$ cat config.mk
export PLATFORM = sky130hd
export DESIGN_NAME = jtframe_romload
export DESIGN_NICKNAME = d
export VERILOG_FILES = /design/src/rtl/jtframe_romload_pkg.sv /design/src/rtl/jtframe_romload_fifo.sv /design/src/rtl/jtframe_romload.sv
export SDC_FILE = /design/constraint.sdc
export NUM_CORES = 1
export LEC_CHECK = 0
export ABC_CLOCK_PERIOD_IN_PS = 2700
export BUFFER_PORTS_ARGS = -buffer_cell sky130_fd_sc_hd__clkbuf_2
export CAP_MARGIN = 20
export CORE_UTILIZATION = 50
export DETAILED_ROUTE_END_ITERATION = 8
export PLACE_DENSITY = 0.7
export RECOVER_POWER = 50
export SYNTH_ARGS = -nofsm -noshare
export SYNTH_HDL_FRONTEND = slang
export SYNTH_SLANG_ARGS = --single-unit
$ cat constraint.sdc
create_clock -name clk_sys -period 2.7 [get_ports clk_sys]
set_input_delay 0.135 -clock clk_sys [delete_from_list [all_inputs] [get_ports clk_sys]]
set_output_delay 0.135 -clock clk_sys [all_outputs]
set_load 0.03 [all_outputs]
$ cat src/rtl/jtframe_romload_pkg.sv
// Shared types and constants for the ROM download stage.
package jtframe_romload_pkg;

    typedef enum logic [1:0] {
        ST_IDLE,
        ST_LOAD,
        ST_DRAIN,
        ST_TAIL
    } state_t;

    // One queued SDRAM byte write: word address, byte and active-low lane mask.
    typedef struct packed {
        logic [21:0] addr;
        logic [7:0]  data;
        logic [1:0]  mask;
    } fifo_entry_t;

    localparam logic [1:0] MASK_EVEN  = 2'b10;
    localparam logic [1:0] MASK_ODD   = 2'b01;
    localparam int         FIFO_DEPTH = 4;

    // Lane mask for a byte; big-endian sets flip which lane an even byte lands in.
    function automatic logic [1:0] lane_mask(input logic odd, input logic swab);
        return (odd ^ swab) ? MASK_ODD : MASK_EVEN;
    endfunction

endpackage

$ cat src/rtl/jtframe_romload_fifo.sv
// Four-entry synchronous FIFO that absorbs SDRAM write latency.
module jtframe_romload_fifo
    import jtframe_romload_pkg::*;
(
    input  logic        clk_i,
    input  logic        rst_i,
    input  logic        push_i,
    input  fifo_entry_t din_i,
    input  logic        pop_i,
    output fifo_entry_t dout_o,
    output logic        full_o,
    output logic        empty_o,
    output logic [2:0]  count_o
);

    fifo_entry_t mem_q [FIFO_DEPTH];
    logic [1:0]  wrPtr_q;
    logic [1:0]  rdPtr_q;
    logic [2:0]  count_q;
    logic        overrun_q;
    logic        doPush;
    logic        doPop;

    assign full_o  = (count_q == 3'(FIFO_DEPTH));
    assign empty_o = (count_q == 3'd0);
    assign count_o = count_q;
    assign dout_o  = mem_q[rdPtr_q];

    // A push into a full FIFO is thrown away; a pop from an empty one does nothing.
    assign doPush = push_i && !full_o;
    assign doPop  = pop_i && !empty_o;

    // Storage array, written only on accepted pushes and never reset.
    always_ff @(posedge clk_i) begin
        if (doPush) begin
            mem_q[wrPtr_q] <= din_i;
        end
    end

    // Pointers, occupancy and the sticky overrun flag.
    always_ff @(posedge clk_i) begin
        if (rst_i) begin
            wrPtr_q   <= 2'd0;
            rdPtr_q   <= 2'd0;
            count_q   <= 3'd0;
            overrun_q <= 1'b0;
        end else begin
            if (doPush) begin
                wrPtr_q <= wrPtr_q + 2'd1;
            end
            if (doPop) begin
                rdPtr_q <= rdPtr_q + 2'd1;
            end
            case ({doPush, doPop})
                2'b10:   count_q <= count_q + 3'd1;
                2'b01:   count_q <= count_q - 3'd1;
                default: count_q <= count_q;
            endcase
            if (push_i && full_o) begin
                overrun_q <= 1'b1;
            end
        end
    end

    // The upstream honours ioctl_wait, so an overrun means a broken handshake.
    overrunNever: assert property (@(posedge clk_i) disable iff (rst_i) !overrun_q);

endmodule

$ cat src/rtl/jtframe_romload.sv
// ROM download stage: strips the header, splits PROM bytes off and feeds
// SDRAM byte writes through a small FIFO while tracking download activity.
module jtframe_romload
    import jtframe_romload_pkg::*;
#(
    parameter int          HEADER     = 0,
    parameter logic [21:0] PROM_START = 22'h3F_FFFF,
    parameter bit          SWAB       = 1'b0,
    parameter int          TAIL       = 16
) (
    input  logic        clk_sys,
    input  logic        rst,
    input  logic        downloading,
    input  logic [21:0] ioctl_addr,
    input  logic [7:0]  ioctl_data,
    input  logic        ioctl_wr,
    output logic        ioctl_wait,
    output logic [21:0] prog_addr,
    output logic [7:0]  prog_data,
    output logic [1:0]  prog_mask,
    output logic        prog_we,
    output logic        prog_rd,
    input  logic        prog_rdy,
    output logic        prom_we,
    output logic [21:0] prom_addr,
    output logic [7:0]  prom_data,
    output logic        dwnld_busy
);

    localparam logic [22:0] HEADER_W  = 23'(HEADER);
    localparam logic [15:0] TAIL_LOAD = 16'(TAIL - 1);

    logic [22:0] headerDiff;
    logic [21:0] offset;
    logic        inHeader;
    logic        isProm;
    logic        isSdram;
    fifo_entry_t pushEntry;
    fifo_entry_t fifoHead;
    logic        fifoFull;
    logic        fifoEmpty;
    logic [2:0]  fifoCount;
    logic        pop;

    logic        prog_we_d;
    logic        prog_we_q;
    logic [21:0] prog_addr_q;
    logic [7:0]  prog_data_q;
    logic [1:0]  prog_mask_q;
    logic        prom_we_q;
    logic [21:0] prom_addr_q;
    logic [7:0]  prom_data_q;
    state_t      state_q;
    logic [15:0] tailCnt_q;
    logic        busy_q;

    // The borrow out of a 23-bit subtraction flags bytes still inside the header.
    assign headerDiff = {1'b0, ioctl_addr} - HEADER_W;
    assign inHeader   = headerDiff[22];
    assign offset     = headerDiff[21:0];
    assign isProm     = ioctl_wr && !inHeader && (offset >= PROM_START);
    assign isSdram    = ioctl_wr && !inHeader && (offset < PROM_START);

    assign pushEntry.addr = {1'b0, offset[21:1]};
    assign pushEntry.data = ioctl_data;
    assign pushEntry.mask = lane_mask(offset[0], SWAB);

    jtframe_romload_fifo u_fifo (
        .clk_i   (clk_sys),
        .rst_i   (rst),
        .push_i  (isSdram),
        .din_i   (pushEntry),
        .pop_i   (pop),
        .dout_o  (fifoHead),
        .full_o  (fifoFull),
        .empty_o (fifoEmpty),
        .count_o (fifoCount)
    );

    // Load a new request only when the port is idle, which forces one idle cycle
    // between requests and keeps the prog_* outputs frozen while prog_we is high.
    assign pop = !prog_we_q && !fifoEmpty;

    // Request flag next state: raised by a pop, dropped by an acknowledge.
    always_comb begin
        prog_we_d = prog_we_q;
        if (pop) begin
            prog_we_d = 1'b1;
        end else if (prog_we_q && prog_rdy) begin
            prog_we_d = 1'b0;
        end
    end

    // SDRAM request registers.
    always_ff @(posedge clk_sys) begin
        if (rst) begin
            prog_we_q   <= 1'b0;
            prog_addr_q <= 22'd0;
            prog_data_q <= 8'd0;
            prog_mask_q <= 2'b00;
        end else begin
            prog_we_q <= prog_we_d;
            if (pop) begin
                prog_addr_q <= fifoHead.addr;
                prog_data_q <= fifoHead.data;
                prog_mask_q <= fifoHead.mask;
            end
        end
    end

    // PROM bytes bypass the FIFO and become a one-cycle registered strobe.
    always_ff @(posedge clk_sys) begin
        if (rst) begin
            prom_we_q   <= 1'b0;
            prom_addr_q <= 22'd0;
            prom_data_q <= 8'd0;
        end else begin
            prom_we_q <= isProm;
            if (isProm) begin
                prom_addr_q <= offset - PROM_START;
                prom_data_q <= ioctl_data;
            end
        end
    end

    // Download activity tracker; the tail starts on the edge that retires the last write.
    always_ff @(posedge clk_sys) begin
        if (rst) begin
            state_q   <= ST_IDLE;
            tailCnt_q <= 16'd0;
            busy_q    <= 1'b0;
        end else begin
            case (state_q)
                ST_IDLE: begin
                    if (downloading) begin
                        state_q <= ST_LOAD;
                        busy_q  <= 1'b1;
                    end
                end
                ST_LOAD: begin
                    if (!downloading) begin
                        state_q <= ST_DRAIN;
                    end
                end
                ST_DRAIN: begin
                    if (downloading) begin
                        state_q <= ST_LOAD;
                    end else if ((fifoCount == 3'd0) && !prog_we_d) begin
                        state_q   <= ST_TAIL;
                        tailCnt_q <= TAIL_LOAD;
                    end
                end
                ST_TAIL: begin
                    if (downloading) begin
                        state_q <= ST_LOAD;
                    end else if (tailCnt_q == 16'd0) begin
                        state_q <= ST_IDLE;
                        busy_q  <= 1'b0;
                    end else begin
                        tailCnt_q <= tailCnt_q - 16'd1;
                    end
                end
                default: begin
                    state_q <= ST_IDLE;
                    busy_q  <= 1'b0;
                end
            endcase
        end
    end

    assign ioctl_wait = fifoFull;
    assign prog_we    = prog_we_q;
    assign prog_addr  = prog_addr_q;
    assign prog_data  = prog_data_q;
    assign prog_mask  = prog_mask_q;
    assign prog_rd    = 1'b0;
    assign prom_we    = prom_we_q;
    assign prom_addr  = prom_addr_q;
    assign prom_data  = prom_data_q;
    assign dwnld_busy = busy_q;

endmodule
==> run_results.csv <==
group,metric,value,unit
clock_tree,cts_buffers,22,
pwr,peakVddDrop,0.602,mV
timing,max_slew_margin,0.369,
global_route,grt_start_max_net_pins,58,
place,place_inst,857,
place,dpl.hpwl,9950,um
floorplanning,rows,46,
global_route,overflow,0,
status,status,"finished, final reports clean",
routing,drt-pass1-iter-count,4,
floorplanning,start_util,0.509,
synthesis,yosys-top-cells-count,"124 x edfxtp_1, 89 x dfxtp_1, 70 x nand2_1",
timing,grt_setup_unrepaired,"false",
floorplanning,core,15800,um^2
timing,finalSetupViolCount,0,
place,gp_congestion,0.857,
synthesis,synth-seq-area-share,0.684,
routing,drt_iter0_drc,256,
timing,hold_violations,0,
routing,wl_per_cell,17.8,um
global_route,grt_usage,0.204,
critical_path,critical_path_arrival,2.99,ns
floorplanning,die_y,129,um
global_route,grt_pass1_vias,4951,
place,portBuffers,99,
synthesis,synth_cell_types,53,
synthesis,ys.flop_type,"edfxtp_1",
routing,ant_nets,0,
clock_tree,cts-root-buf,"clkbuf_16",
global_route,grt_pass1_wl,25800,um
pwr,p_leak,0.00329,uW
timing,fin_hold_ws,0.0805,ns
timing,fin_setup_tns,0,ns
job,drv_cap,0,
critical_path,cp.required,3.13,ns
routing,vias,4991,
routing,drt-total-wl,16500,um
clock_tree,postCtsSetupRepairBufs,0,
synthesis,syn_area,8050,um^2
timing,period_share,0.947,
synthesis,synthTopCellsByArea,"edfxtp_1 46%, dfxtp_1 22%, mux4_2 8.7%, nand2_1 3.3%, a21oi_1 2.5%",
floorplanning,die-area,16600,um^2
critical_path,crit_type,"input port to flip-flop",
critical_path,end_kind,"flip-flop",
cells_and_area,final_util,0.609,
timing,tightest_slew,0.947,ns
clock_tree,cts_buffer_depth,3,
global_route,antenna_found_initial,0,
synthesis,yosys.area.top_type,"edfxtp_1",
timing,slew_violations,0,
routing,viasPerCell,5.38,
synthesis,synth-seq-cells,213,
synthesis,synth_warnings,0,
timing,finClkSkew,0.0293,ns
floorplanning,die_w,129,um
cells_and_area,instances_no_fill,928,
cells_and_area,syn2layout_area_growth,19.7,%
cells_and_area,fin_nets,740,
timing,timing.fmax,0.391,GHz
critical_path,start_kind,"input port",
cells_and_area,drive_above_1_share,0.129,
synthesis,avgSynthCellArea,14.3,um^2
synthesis,syn_inst,562,
synthesis,async_flop_share,0,
clock_tree,h-tree-depth,1,
pwr,powerDensity,981,nW/um^2
routing,drc,0,
synthesis,yosys.area.top_type_share,0.462,
floorplanning,pin_count,102,
cells_and_area,num_antenna_cells,0,
hold_path,hold_class,"input port to flip-flop",
clock_tree,cts_tree,"yes",
clock_tree,clkSlewWorstSetupHoldPaths,0.06,ns
critical_path,crit_fanout,8,
timing,period_minus_slack,2.56,ns
synthesis,synth_edf_count,124,
synthesis,yosysMostFrequentCell,"edfxtp_1",
clock_tree,cts_sinks,213,
clock_tree,clkLatencyLatePin,0.51,ns
## critical path, stage by stage
cell,delay [ns]
dlygate4sd3_1,0.55
clkbuf_2,0.21
ha_1,0.18
nand3_1,0.12
nor4_2,0.31
a21boi_1,0.13
inv_1,0.08
ha_1,0.17
inv_1,0.06
fa_1,0.37
xor2_1,0.16
or3_1,0.30
a21oi_1,0.20
## cells by family after synthesis
kind of cell | count (synthesis) | share of synthesized area
flip-flops | 213 | 0.684
other | 1 | 0.000466
adder cells (fa/ha/maj) | 9 | 0.0149
AO/OA/AOI/OAI | 76 | 0.0601
XOR/XNOR | 15 | 0.0163
multiplexers | 41 | 0.0991
buffers and inverters | 41 | 0.0214
AND/OR/NAND/NOR | 166 | 0.104
## metrics by stage
step,total power (uW),worst slack (ns),instance area [um^2]
6_report,9450,0.142,9640
3_5_place_dp,6780,0.201,8780
2_1_floorplan,6020,0.216,8060
4_1_cts,9640,0.121,9760
5_1_grt,9930,0.0275,9640
3_3_place_gp,6690,0.395,8780
## timing repair
item                       in CTS  in global routing
hold endpoints to repair      132                  0
setup endpoints to repair       0                  1
hold buffers                   31                  0
resized for setup               0                  1
## layout by cell type (no fill, tap or decap), drive strengths merged, types with 2 or more instances in the layout
master       count
a31oi            4
clkbuf         135
dfxtp           89
or4              3
o21ai            4
nor4             7
a21oi           41
buf              7
ha               8
nor3             6
inv             11
clkinv           4
xnor2            9
xor2             6
mux4            31
edfxtp         124
nand4            6
and3            11
a211oi           6
mux2i           10
nand2b           3
nor2            37
o2111ai          3
and2             5
nand2           71
conb             2
nand3            4
or3              5
dlygate4sd3     31
nand4b           2
o21a            11
## flip-flops by register name, indices dropped and copies added (netlist names)
register        cells
dwnld_busy          1
prog_addr          21
prog_data           8
prog_mask           2
prog_we             1
prom_addr          22
prom_data           8
prom_we             1
state_q             2
tailCnt_q          16
u_fifo.count_o      3
u_fifo.mem_q      124
u_fifo.rdPtr_q      2
u_fifo.wrPtr_q      2
## worst paths after layout
check	startpoint	cells past startpoint	slack (ns)	end
setup / recovery	ioctl_addr[0]	13	0.14	u_fifo.count_o[2]
setup reg to reg	u_fifo.count_o[0]	7	0.43	u_fifo.rdPtr_q[1]
hold reg to reg	prog_addr[7]	2	0.45	prog_addr[7]
hold / removal	prog_rdy	3	0.08	prog_we
## layout make-up
| class | count | area, um^2 |
|---|---|---|
| clock buffers | 34 | 606 |
| clock inverters | 6 | 67.6 |
| fillers | 1289 | 6190 |
| inverters | 11 | 41.3 |
| multi-input cells | 309 | 2380 |
| flip-flops and latches | 213 | 5510 |
| well taps | 216 | 270 |
| repair buffers | 139 | 764 |
## metal layers
metal,GRT usage,vias to the layer above,part of all wire
met2,0.348,143,0.50
met4,0.0782,0,0.023
met1,0.261,2477,0.43
met3,0.0353,29,0.044
met5,0,-,0
li1,-,2342,-
## report_power, final
part / internal [uW] / switching [uW] / leakage, uW
sequential: 3900 / 320 / 0.00186
clock: 1650 / 1180 / 0.000322
combinational: 883 / 1530 / 0.00110
(Power assumes the default switching activity.)
